`src/rtl/alu_req_arbiter.sv`:
```
// alu_req_arbiter
//   Shares one external combinational ALU among NUM_REQ requesters.
//   Requests are granted round-robin. The winning operands are registered
//   and held on the ALU inputs for one cycle (MUL_LATENCY cycles for MUL),
//   so MUL can be timed as a multicycle path. Result and carry are then
//   captured and returned on one response channel, tagged with the
//   requester index.
//
//   Optional feature macro: ALU_ARB_ERR_EN
//     defined   -> rsp_err port exists; opcodes > 7 bypass the ALU and
//                  respond with rsp_result=0, rsp_carry=0, rsp_err=1.
//     undefined -> no rsp_err port; opcodes > 7 are sequenced like any
//                  single-cycle op and the ALU output is forwarded.
//
//   Ports
//     clk, rst_n          clock, asynchronous active-low reset
//     req_valid/req_ready per-requester request handshake
//     req_opcode/a/b/shift packed per-requester request fields
//     alu_opcode/input1/input2/shift  registered drive to the ALU
//     alu_result/alu_carry            ALU outputs
//     rsp_valid/rsp_ready response handshake
//     rsp_id/result/carry response payload
//     rsp_err             illegal-opcode flag (ALU_ARB_ERR_EN only)
//     dbg_state           current FSM state (IDLE=0, EXEC=1, RESP=2)
//
//   Handshake rule (both channels): a transfer happens on a rising edge
//   where valid and ready are both high. The request side only needs its
//   fields stable in that cycle; rsp_* stay stable while rsp_valid is high
//   until rsp_ready is seen.
module alu_req_arbiter #(
  parameter int WIDTH       = 128,
  parameter int NUM_REQ     = 4,
  parameter int MUL_LATENCY = 3
) (
  input  logic                       clk,
  input  logic                       rst_n,
  input  logic [NUM_REQ-1:0]         req_valid,
  output logic [NUM_REQ-1:0]         req_ready,
  input  logic [4*NUM_REQ-1:0]       req_opcode,
  input  logic [WIDTH*NUM_REQ-1:0]   req_a,
  input  logic [WIDTH*NUM_REQ-1:0]   req_b,
  input  logic [5*NUM_REQ-1:0]       req_shift,
  output logic [3:0]                 alu_opcode,
  output logic [WIDTH-1:0]           alu_input1,
  output logic [WIDTH-1:0]           alu_input2,
  output logic [4:0]                 alu_shift,
  input  logic [WIDTH-1:0]           alu_result,
  input  logic                       alu_carry,
  output logic                       rsp_valid,
  input  logic                       rsp_ready,
  output logic [$clog2(NUM_REQ)-1:0] rsp_id,
  output logic [WIDTH-1:0]           rsp_result,
  output logic                       rsp_carry,
`ifdef ALU_ARB_ERR_EN
  output logic                       rsp_err,
`endif
  output logic [1:0]                 dbg_state
);

  localparam int ID_W  = $clog2(NUM_REQ);
  localparam int CNT_W = (MUL_LATENCY > 1) ? $clog2(MUL_LATENCY) : 1;

  localparam logic [3:0] OP_MUL = 4'd7;

  localparam logic [1:0] IDLE = 2'd0;
  localparam logic [1:0] EXEC = 2'd1;
  localparam logic [1:0] RESP = 2'd2;

  logic [1:0]       state;
  logic [ID_W-1:0]  ptr;
  logic [CNT_W-1:0] cnt;

  // Round-robin grant: first valid requester at or above ptr, wrapping.
  logic             grant_vld;
  logic [ID_W-1:0]  grant_id;
  logic [3:0]       sel_op;
  logic [WIDTH-1:0] sel_a;
  logic [WIDTH-1:0] sel_b;
  logic [4:0]       sel_sh;

  always_comb begin
    int j;
    grant_vld = 1'b0;
    grant_id  = '0;
    sel_op    = '0;
    sel_a     = '0;
    sel_b     = '0;
    sel_sh    = '0;
    j         = 0;
    for (int k = 0; k < NUM_REQ; k++) begin
      j = int'(ptr) + k;
      if (j >= NUM_REQ) j = j - NUM_REQ;
      if (!grant_vld && req_valid[j]) begin
        grant_vld = 1'b1;
        grant_id  = ID_W'(j);
        sel_op    = req_opcode[j*4 +: 4];
        sel_a     = req_a[j*WIDTH +: WIDTH];
        sel_b     = req_b[j*WIDTH +: WIDTH];
        sel_sh    = req_shift[j*5 +: 5];
      end
    end
  end

  always_comb begin
    req_ready = '0;
    if (state == IDLE && grant_vld) req_ready[grant_id] = 1'b1;
  end

  // The requester just served drops to lowest priority.
  logic [ID_W-1:0] ptr_nxt;
  assign ptr_nxt = (grant_id == ID_W'(NUM_REQ - 1)) ? '0 : grant_id + 1'b1;

  assign rsp_valid = (state == RESP);
  assign dbg_state = state;

  always_ff @(posedge clk or negedge rst_n) begin
    if (!rst_n) begin
      state      <= IDLE;
      ptr        <= '0;
      cnt        <= '0;
      alu_opcode <= '0;
      alu_input1 <= '0;
      alu_input2 <= '0;
      alu_shift  <= '0;
      rsp_id     <= '0;
      rsp_result <= '0;
      rsp_carry  <= 1'b0;
`ifdef ALU_ARB_ERR_EN
      rsp_err    <= 1'b0;
`endif
    end else begin
      case (state)
        IDLE: begin
          if (grant_vld) begin
            alu_opcode <= sel_op;
            alu_input1 <= sel_a;
            alu_input2 <= sel_b;
            alu_shift  <= sel_sh;
            rsp_id     <= grant_id;
            ptr        <= ptr_nxt;
            // cnt counts the extra hold cycles beyond the first.
            cnt        <= (sel_op == OP_MUL) ? CNT_W'(MUL_LATENCY - 1) : '0;
`ifdef ALU_ARB_ERR_EN
            if (sel_op[3]) begin
              // Illegal opcode: never reaches the ALU.
              rsp_result <= '0;
              rsp_carry  <= 1'b0;
              rsp_err    <= 1'b1;
              state      <= RESP;
            end else begin
              state      <= EXEC;
            end
`else
            state      <= EXEC;
`endif
          end
        end
        EXEC: begin
          if (cnt != '0) begin
            cnt <= cnt - 1'b1;
          end else begin
            rsp_result <= alu_result;
            rsp_carry  <= alu_carry;
`ifdef ALU_ARB_ERR_EN
            rsp_err    <= 1'b0;
`endif
            state      <= RESP;
          end
        end
        RESP: begin
          if (rsp_ready) state <= IDLE;
        end
        default: state <= IDLE;
      endcase
    end
  end

endmodule

```
`config.mk`:
```
export PLATFORM = sky130hd
export DESIGN_NAME = alu_req_arbiter
export DESIGN_NICKNAME = d
export VERILOG_FILES = /design/src/rtl/alu_req_arbiter.sv
export SDC_FILE = /design/constraint.sdc
export NUM_CORES = 1
export LEC_CHECK = 0
export CAP_MARGIN = 20
export CORE_AREA = 5 5 617 619
export CTS_BUF_LIST = sky130_fd_sc_hd__clkbuf_16
export CTS_CLUSTER_SIZE = 25
export DETAILED_ROUTE_END_ITERATION = 12
export DIE_AREA = 0 0 622 624
export HOLD_SLACK_MARGIN = 0.06
export PLACE_DENSITY = 0.3
export SYNTH_ARGS = -nofsm -noshare
export SYNTH_HDL_FRONTEND = slang
export SYNTH_SLANG_ARGS = --single-unit
```
`constraint.sdc`:
```
create_clock -name clk -period 6.1 [get_ports clk]
set_input_delay 1.525 -clock clk [delete_from_list [all_inputs] [get_ports clk]]
set_output_delay 1.525 -clock clk [all_outputs]
set_load 0.005 [all_outputs]
```
* Word-level counts from Yosys, hierarchy flattened
Index checks and enable logic that the tools add are counted.
** Operators by class
- Add/sub/neg operators :: 9
- Multipliers :: 4
- Order comparisons :: 10
- Eq/ne operators :: 8
- Shifts and indexed selects :: 16
- Mux-type cells :: 52
- Bitwise operators :: 1
- Reductions and logical operators :: 15
** Operator list (count)
- $shiftx 512x32->128 :: 8
- $mux 128 :: 8
- $lt 32x4->1 const B :: 4
- $mul 32x4->32 const B :: 4
- $mux 32 :: 4
- $shiftx 16x32->4 :: 4
- $shiftx 20x32->5 :: 4
- $mux 2 :: 11
- $mux 4 :: 5
- $mux 5 :: 4
- $mux 1 :: 13
- $sub 3x3->4 const B :: 3
- $ge 3x3->1 const B :: 3
- $bmux 1 s2 :: 4
- $add 2x2->3 const B :: 2
- $ne 2x2->1 const B :: 3
- $pmux 2 s3 :: 1
- $reduce_and 3->1 :: 2
- $logic_and 1x1->1 :: 5
- $eq 2x2->1 const B :: 2
- $eq 4x3->1 const B :: 1
- $pmux 2 s2 :: 1
- $reduce_and 2->1 :: 2
- $reduce_bool 2->1 :: 2
- other kinds (13) :: 15
** Word-level totals
- Bits in registers :: 402
- Word-level logic and storage cells :: 125

* Longest topological paths before layout
Gate-level depths: netlist of the first run.
- Depth after elaboration :: 20
- Depth in mapped cells :: 19
- Mapped depth without buffers :: 13

* Worst setup path after synthesis of the first run
No wires, ideal clock.
- Path type :: register to register
- Start :: reg ptr[0]
- End :: reg alu_shift[2]
- Data arrival time :: 5030 ps
- Path slack :: 966 ps
- Stages on the path, launching flop included :: 20
- Path through :: dfrtp_1 > buf_6 > buf_2 > buf_2 > clkinv_1 > ha_1 > clkbuf_1 > clkbuf_1 > buf_1 > clkbuf_1 > clkbuf_1 > nor2b_1 > fa_1 > clkbuf_1 > nand2_1 > a2111oi_0 > nand2_1 > o21ai_0 > a21oi_1 > a221oi_1
** Between the ends
- Word-level cells in the longest chain between the ends :: 16
- Elaborated cells between the ends (all ways) :: 50
- Classes of those cells :: 7 x add/sub; 4 x mul; 4 x order compare; 4 x shift; 24 x mux; 7 x reduce/logical
** Ends and longest elaborated chain
- from (decl) :: RTL line 70 : logic [ID_W-1:0] ptr;
- from (signal assigned) :: RTL line 140 : ptr <= ptr_nxt;
- branches (longest 16 deep; another with $mul 32x4->32)
- to (signal assigned) :: RTL line 138 : alu_shift <= sel_sh;
- to (decl) :: RTL line 46 : output logic [4:0] alu_shift,
Several ways; the timed one is not identified. The select of a mux whose other input is x is not followed.
A chain may end at the register's enable or synchronous reset.

* Worst setup path in the final report of the first run
- Start :: in req_valid[1]
- End :: out req_ready[3]
** Between the ends
- Word-level cells in the longest chain between the ends :: 18
- Elaborated cells between the ends (all ways) :: 33
- Classes of those cells :: 2 x order compare; 23 x mux; 8 x reduce/logical
** Ends and longest elaborated chain
- from (decl) :: RTL line 37 : input logic [NUM_REQ-1:0] req_valid,
- $bmux 1 s2 :: RTL line 93 : if (!grant_vld && req_valid[j]) begin
- $mux 1 (implied by the code) (2 in a row) :: RTL line 93
- $mux 1 :: RTL line 93
- $logic_not 1->1 :: RTL line 93
- $logic_and 1x1->1 :: RTL line 93
- $mux 1 :: RTL line 93
- $logic_not 1->1 :: RTL line 93
- $logic_and 1x1->1 :: RTL line 93
- (+2 left out)
- $logic_and 1x1->1 :: RTL line 93
- $mux 2 * :: RTL line 93
- named net grant_id[0] :: RTL line 75 : logic [ID_W-1:0] grant_id;
- $lt 2x3->1 (implied by the code) or $ge 2x1->1 (tied branches) :: RTL line 106 : if (state == IDLE && grant_vld) req_ready[grant_id] = 1'b1;
- $logic_and 1x1->1 (implied by the code) :: RTL line 106
- $mux 1 (implied by the code) :: RTL line 106
- $demux 1 s2 * :: RTL line 106
- $mux 4 * :: RTL line 106
- to (decl) :: RTL line 38 : output logic [NUM_REQ-1:0] req_ready,
The timed path passes the listed nets; every way through them passes the cells marked *. The select of a mux whose other input is x is not followed.

==> impl_metrics.env, run 1 <==
export IMPL_outcome="finished clean"
export IMPL_port_buffers=1598
export IMPL_gp_congestion=0.8209
export IMPL_min_path_type="flip-flop to flip-flop"
export IMPL_wl_um=319300
export IMPL_synth_top_cell_area_share_pct=25.61
export IMPL_final_common_cell="clkdlybuf4s50_1"
export IMPL_grt_use_total_pct=15.48
export IMPL_syn2layout_area_growth_pct=57.25
export IMPL_final_cells=10880
export IMPL_dr_first_iter_drc_count=3201
export IMPL_ys_flop_type="dfrtp_1"
export IMPL_die_w_um=622
export IMPL_clk_latency_ps=810
export IMPL_synth_compound_area_share_pct=34.17
export IMPL_tns_ps=0
export IMPL_dieHeight_um=624
export IMPL_skew_ps=65.64
export IMPL_synthAdderAreaFrac_pct=0.5306
export IMPL_setup_violations=0
export IMPL_drv_slew=0
export IMPL_synth_cell_types=61
export IMPL_syn_inst=4549
export IMPL_cp_arrival_ps=4480
export IMPL_dpl_cell_area_um2=62740
export IMPL_tightest_slew_ps=1314
export IMPL_ys_warn_count=0
export IMPL_path_clk_slew_ps=60
export IMPL_grt_pass1_vias=45370
export IMPL_route_met3_wl_um=18240
export IMPL_layout_nets=6999
export IMPL_cp_end_kind="output pin"
export IMPL_synthSimpleGateAreaFrac_pct=3.907
export IMPL_post_synth_cell_area_avg_um2=9.124
export IMPL_max_freq_ghz=0.1666
export IMPL_synthTopCellsByArea="mux2i_1 (26%), dfrtp_1 (24%), o221ai_1 (11%)"
export IMPL_first_pass_iters=6
export IMPL_syn_cell_area_um2=41510
export IMPL_drive_gt1_share_pct=11.18
export IMPL_via_count=47490
export IMPL_synthArstFlopShare_pct=100.0
export IMPL_fin_area_um2=65270
export IMPL_fin_util_pct=17.43
export IMPL_clk_path_buf_depth=4
export IMPL_yosys_register_bits=402
export IMPL_min_period_ps=6003
export IMPL_wire_per_inst_um=29.34
export IMPL_drc=0
export IMPL_cts_tree="yes"
export IMPL_fin_total_pwr_mw=36.07
export IMPL_cts_buffers=79
export IMPL_fp_dieArea_um2=388100
export IMPL_mostFrequentLayoutCells="clkdlybuf4s50_1 (1,597), mux2i_1 (1,062), o221ai_1 (516)"
export IMPL_start_kind="input pin"
export IMPL_synth_area_leader_cell="mux2i_1"
export IMPL_relSlewSlack_pct=12.40
export IMPL_io_pins=1599
export IMPL_fin_crit_sh_pct=98.41
export IMPL_p_leak_nw=22.56
export IMPL_start_util_pct=11.09
export IMPL_wl_met2_um=164900
export IMPL_synth_edf_count=0
export IMPL_routed_via_density=4.364
export IMPL_cp_max_fo=4
export IMPL_synthXorXnorAreaFrac_pct=0.04220
export IMPL_maxCapViolations=0
export IMPL_ant_nets=0
export IMPL_synth_top_family_by_area="compound AO/OA/AOI/OAI gates"
export IMPL_grt_pass1_wl_um=422800
export IMPL_synth_mux_area_fraction_pct=31.15
export IMPL_fp_coreArea_um2=374400
export IMPL_placedCellCount=10700
export IMPL_worstHoldStart="alu_opcode[2]"
export IMPL_place_detailed_hpwl_um=247800
export IMPL_routed_top_layer="met5"
export IMPL_wl_met1_um=127400
export IMPL_antenna_found_initial=190
export IMPL_crit_start="req_valid[1]"
export IMPL_p_per_area_nw_per_um2=552.6
export IMPL_required_ps=4580
export IMPL_ir_drop_mv=0.5401
export IMPL_rsz0062_at_grt="no"
export IMPL_rows=225
export IMPL_r2r_start="ptr[0]"
export IMPL_cts_root_buffer="clkbuf_16"
export IMPL_cts_resized=0
export IMPL_cts_sinks=402
export IMPL_critPathKind="input pin to output pin"
export IMPL_grt_max_degree=160
export IMPL_overflow=0
export IMPL_cts_max_level=3
export IMPL_ys_seq_area_share_pct=24.24
export IMPL_finalHoldViolCount=0
## critical path: stages
cell	delay, ps
clkdlybuf4s50_1	490
buf_4	190
mux4_2	480
nor2_1	140
buf_4	120
nor2_1	40
a21oi_1	320
buf_4	200
inv_1	80
ha_1	220
and2_1	140
clkdlybuf4s50_1	520
## report_power, final
part,switching (mW),internal (mW)
registers,1.04,4.06
clock network,1.88,2.55
logic,15.2,11.3
total,18.1,17.9
## sequential cells by signal, indices dropped and copies added (netlist names)
name and flops:
alu_input1 128, alu_input2 128, alu_opcode 4, alu_shift 5, cnt 2, dbg_state 2
ptr 2, rsp_carry 1, rsp_id 2, rsp_result 128
## synth_stat cells (4+ instances only)
master / instances
nor2b_1: 9
o22ai_2: 240
o21ai_0: 237
o21ai_1: 294
o31ai_1: 5
a21oi_1: 38
and2_1: 8
mux4_2: 30
ha_1: 16
clkbuf_1: 414
o221ai_1: 516
buf_6: 28
inv_1: 17
a221oi_1: 4
o32ai_1: 4
nand2_1: 45
o22ai_1: 282
buf_2: 58
mux2i_1: 1062
a22o_1: 5
nand3_1: 13
a31oi_1: 261
buf_1: 60
nor2_1: 288
nor3_1: 4
dfrtp_1: 402
nand2b_1: 8
a211oi_1: 5
mux2_2: 144
## per-layer routing
metal / up-vias / global-route usage, %
li1: 20990 / -
met2: 1797 / 28.75
met1: 24170 / 18.07
met5: - / 0
met4: 66 / 3.330
met3: 463 / 3.327
## through the flow
stage | hold slack (ps) | setup WS, ps
2_1_floorplan | 457.5 | 966.3
4_1_cts | 493.7 | 105.5
3_3_place_gp | 473.3 | 57.75
3_5_place_dp | 478.4 | 162.0
5_1_grt | 516.0 | 9.948
6_report | 496.5 | 97.11
## cells by family after synthesis
kind of cell,after synthesis
simple gates,393
compound gates,1917
flops,402
fa+ha+maj,17
buf+inv,581
mux,1236
xor+xnor,2
other cells,1
## worst paths after layout
check,end,slack [ps],cells past startpoint
max in group asynchronous,alu_input1[37],4110,2
max,req_ready[3],100,12
min reg2reg,alu_opcode[2],500,2
max reg2reg,alu_input1[43],970,8
min in group asynchronous,alu_input2[27],790,1
min,alu_opcode[2],500,2
## layout make-up
cell class | instances | area (um2)
fill | 41760 | 309200
multi-input combinational | 3567 | 29040
timing repair buffer | 1718 | 17330
sequential | 402 | 10070
tap | 4994 | 6248
clock buffer | 79 | 1977
clock inverter | 50 | 394.1
antenna | 55 | 137.6
inverter | 18 | 67.56
## what timing repair did
action / in CTS / in global routing
hold buffers: 0 / 0
setup buffers: 0 / 1
setup endpoints to repair: 0 / 1
(Power assumes the default switching activity.)
==> run 2, diff against run 1 <==
Settings changed: CELL_PAD_IN_SITES_DETAIL_PLACEMENT set to 1, CELL_PAD_IN_SITES_GLOBAL_PLACEMENT set to 1, CORE_AREA 5 5 617 619 to 5 5 620 622, DIE_AREA 0 0 622 624 to 0 0 625 627, PLACE_DENSITY 0.3 to 0.33.
Clock period 6.1 ns to 7.5 ns, I/O delays scaled along.
==> run 2 against run 1 <==
Net effect: non-clock buffer count is 6 lower; count of clock-buffer cells in the layout unchanged; register-to-register slack gained 910 ps; global-route usage rose by 0.13 points; routed wire length increased by 1.3%; critical path depth is 2 lower; sequential share of layout area barely moved.
==> impl_metrics.env, run 2 (same netlist as run 1, synthesis figures left out) <==
export IMPL_outcome="finished clean"
export IMPL_min_path_type="flip-flop to flip-flop"
export IMPL_clk_path_buf_depth=4
export IMPL_cts_root_buffer="clkbuf_16"
export IMPL_grt_max_degree=153
export IMPL_setup_violations=0
export IMPL_mostFrequentLayoutCells="clkdlybuf4s50_1 (1,597), mux2i_1 (1,062), o221ai_1 (516)"
export IMPL_cts_tree="yes"
export IMPL_post_cts_repair_setup_buffers=0
export IMPL_start_util_pct=10.99
export IMPL_holdBufCountCts=0
export IMPL_finalHoldViolCount=0
export IMPL_gp_congestion=0.8516
export IMPL_p_leak_nw=22.55
export IMPL_ant_nets=0
export IMPL_tns_ps=0
export IMPL_drc=0
export IMPL_clk_latency_ps=820
export IMPL_grt_use_total_pct=15.60
export IMPL_required_ps=5620
export IMPL_drv_slew=0
export IMPL_wl_um=323600
export IMPL_dieHeight_um=627
export IMPL_wl_met1_um=121500
export IMPL_top_regs="alu_input1: 128 flops, alu_input2: 128 flops, rsp_result: 128 flops"
export IMPL_first_pass_iters=5
export IMPL_fin_util_pct=17.29
export IMPL_maxCapViolations=0
export IMPL_tightest_slew_ps=1120
export IMPL_final_cells=10940
export IMPL_grt_pass1_wl_um=432900
export IMPL_layout_setup_ws_ps=728.5
export IMPL_syn2layout_area_growth_pct=57.39
export IMPL_routed_top_layer="met5"
export IMPL_pre_cts_ws_ps=736.5
export IMPL_p_per_area_nw_per_um2=456.4
export IMPL_drive_gt1_share_pct=11.01
export IMPL_cts_sinks=402
export IMPL_cp_end_kind="output pin"
export IMPL_cts_resized=0
export IMPL_cts_max_level=3
export IMPL_max_stage_delay_ps=530
export IMPL_fp_coreArea_um2=377800
export IMPL_relSlewSlack_pct=25.32
export IMPL_cts_buffers=78
export IMPL_routed_via_density=4.322
export IMPL_fp_dieArea_um2=391900
export IMPL_final_common_cell="clkdlybuf4s50_1"
export IMPL_layout_nets=6992
export IMPL_wire_per_inst_um=29.59
export IMPL_path_clk_slew_ps=50
export IMPL_cp_max_fo=7
export IMPL_skew_ps=79.18
export IMPL_critPathSlowestCell="clkdlybuf4s50_1"
export IMPL_place_detailed_hpwl_um=251200
export IMPL_overflow=0
export IMPL_cp_arrival_ps=4900
export IMPL_dr_first_iter_drc_count=2136
export IMPL_fin_total_pwr_mw=29.82
export IMPL_via_count=47270
export IMPL_start_kind="input pin"
export IMPL_grt_pass1_vias=48840
export IMPL_port_buffers=1598
export IMPL_route_met3_wl_um=19600
export IMPL_ir_drop_mv=0.5619
export IMPL_die_w_um=625
export IMPL_wl_met2_um=170400
export IMPL_antenna_found_initial=229
export IMPL_rsz0062_at_grt="no"
export IMPL_io_pins=1599
export IMPL_min_period_ps=6771
export IMPL_rows=226
export IMPL_crit_chain="clkdlybuf4s50_1 -> mux4_2 -> nor2b_1 -> nor2_1 -> nor2_1 -> a21oi_1 -> inv_1 -> ha_1 -> and2_1 -> clkdlybuf4s50_1"
export IMPL_placedCellCount=10720
export IMPL_max_freq_ghz=0.1477
export IMPL_fin_crit_sh_pct=90.29
export IMPL_critPathKind="input pin to output pin"
run 2: final cells by class:
type                       instances  area, um2
inverter                          18      67.56
fill                           43810     312500
antenna                           88      220.2
clock inverter                    54      409.1
timing repair buffer            1712      17270
clock buffer                      79       1977
sequential                       402      10070
tap                             5016       6276
multi-input combinational       3567      29040
run 2: critical path: cells and delay by family:
family | cells | cell delay (ps)
muxes | 1 | 520
AOI/OAI and AO/OA | 1 | 510
and+or+nand+nor | 4 | 530
buffers and inverters | 3 | 1200
adders and majority gates | 1 | 260
run 2: path summary, 6_finish.rpt:
check	to	from	cells after the start	slack, ps
max	req_ready[3]	req_valid[1]	10	730
min	cnt[0]	cnt[0]	1	490
max reg2reg	alu_input1[46]	ptr[0]	9	1880
min reg2reg	cnt[0]	cnt[0]	1	490
max in group asynchronous	rsp_result[42]	rst_n	3	4930
min in group asynchronous	rsp_result[22]	rst_n	1	1100
run 2: power by group:
| part | switching, mW | total [mW] | internal, mW |
|---|---|---|---|
| clock network | 1.54 | 3.64 | 2.10 |
| registers | 0.911 | 4.21 | 3.30 |
| logic | 12.7 | 22.0 | 9.23 |
| total | 15.2 | 29.8 | 14.6 |
run 2: per-layer routing:
layer | vias up | global-route usage (%)
met2 | 1367 | 29.41
met5 | - | 0
met3 | 541 | 4.241
met1 | 24250 | 16.72
li1 | 20990 | -
met4 | 114 | 4.998
run 2: stage by stage:
| stage | cell area (um2) | hold WS [ps] |
|---|---|---|
| finish | 65330 | 487.9 |
| global route | 65240 | 512.0 |
| CTS | 65110 | 497.5 |
| detailed placement | 62720 | 478.0 |
| global placement | 62700 | 466.7 |
| floorplan | 41510 | 457.5 |
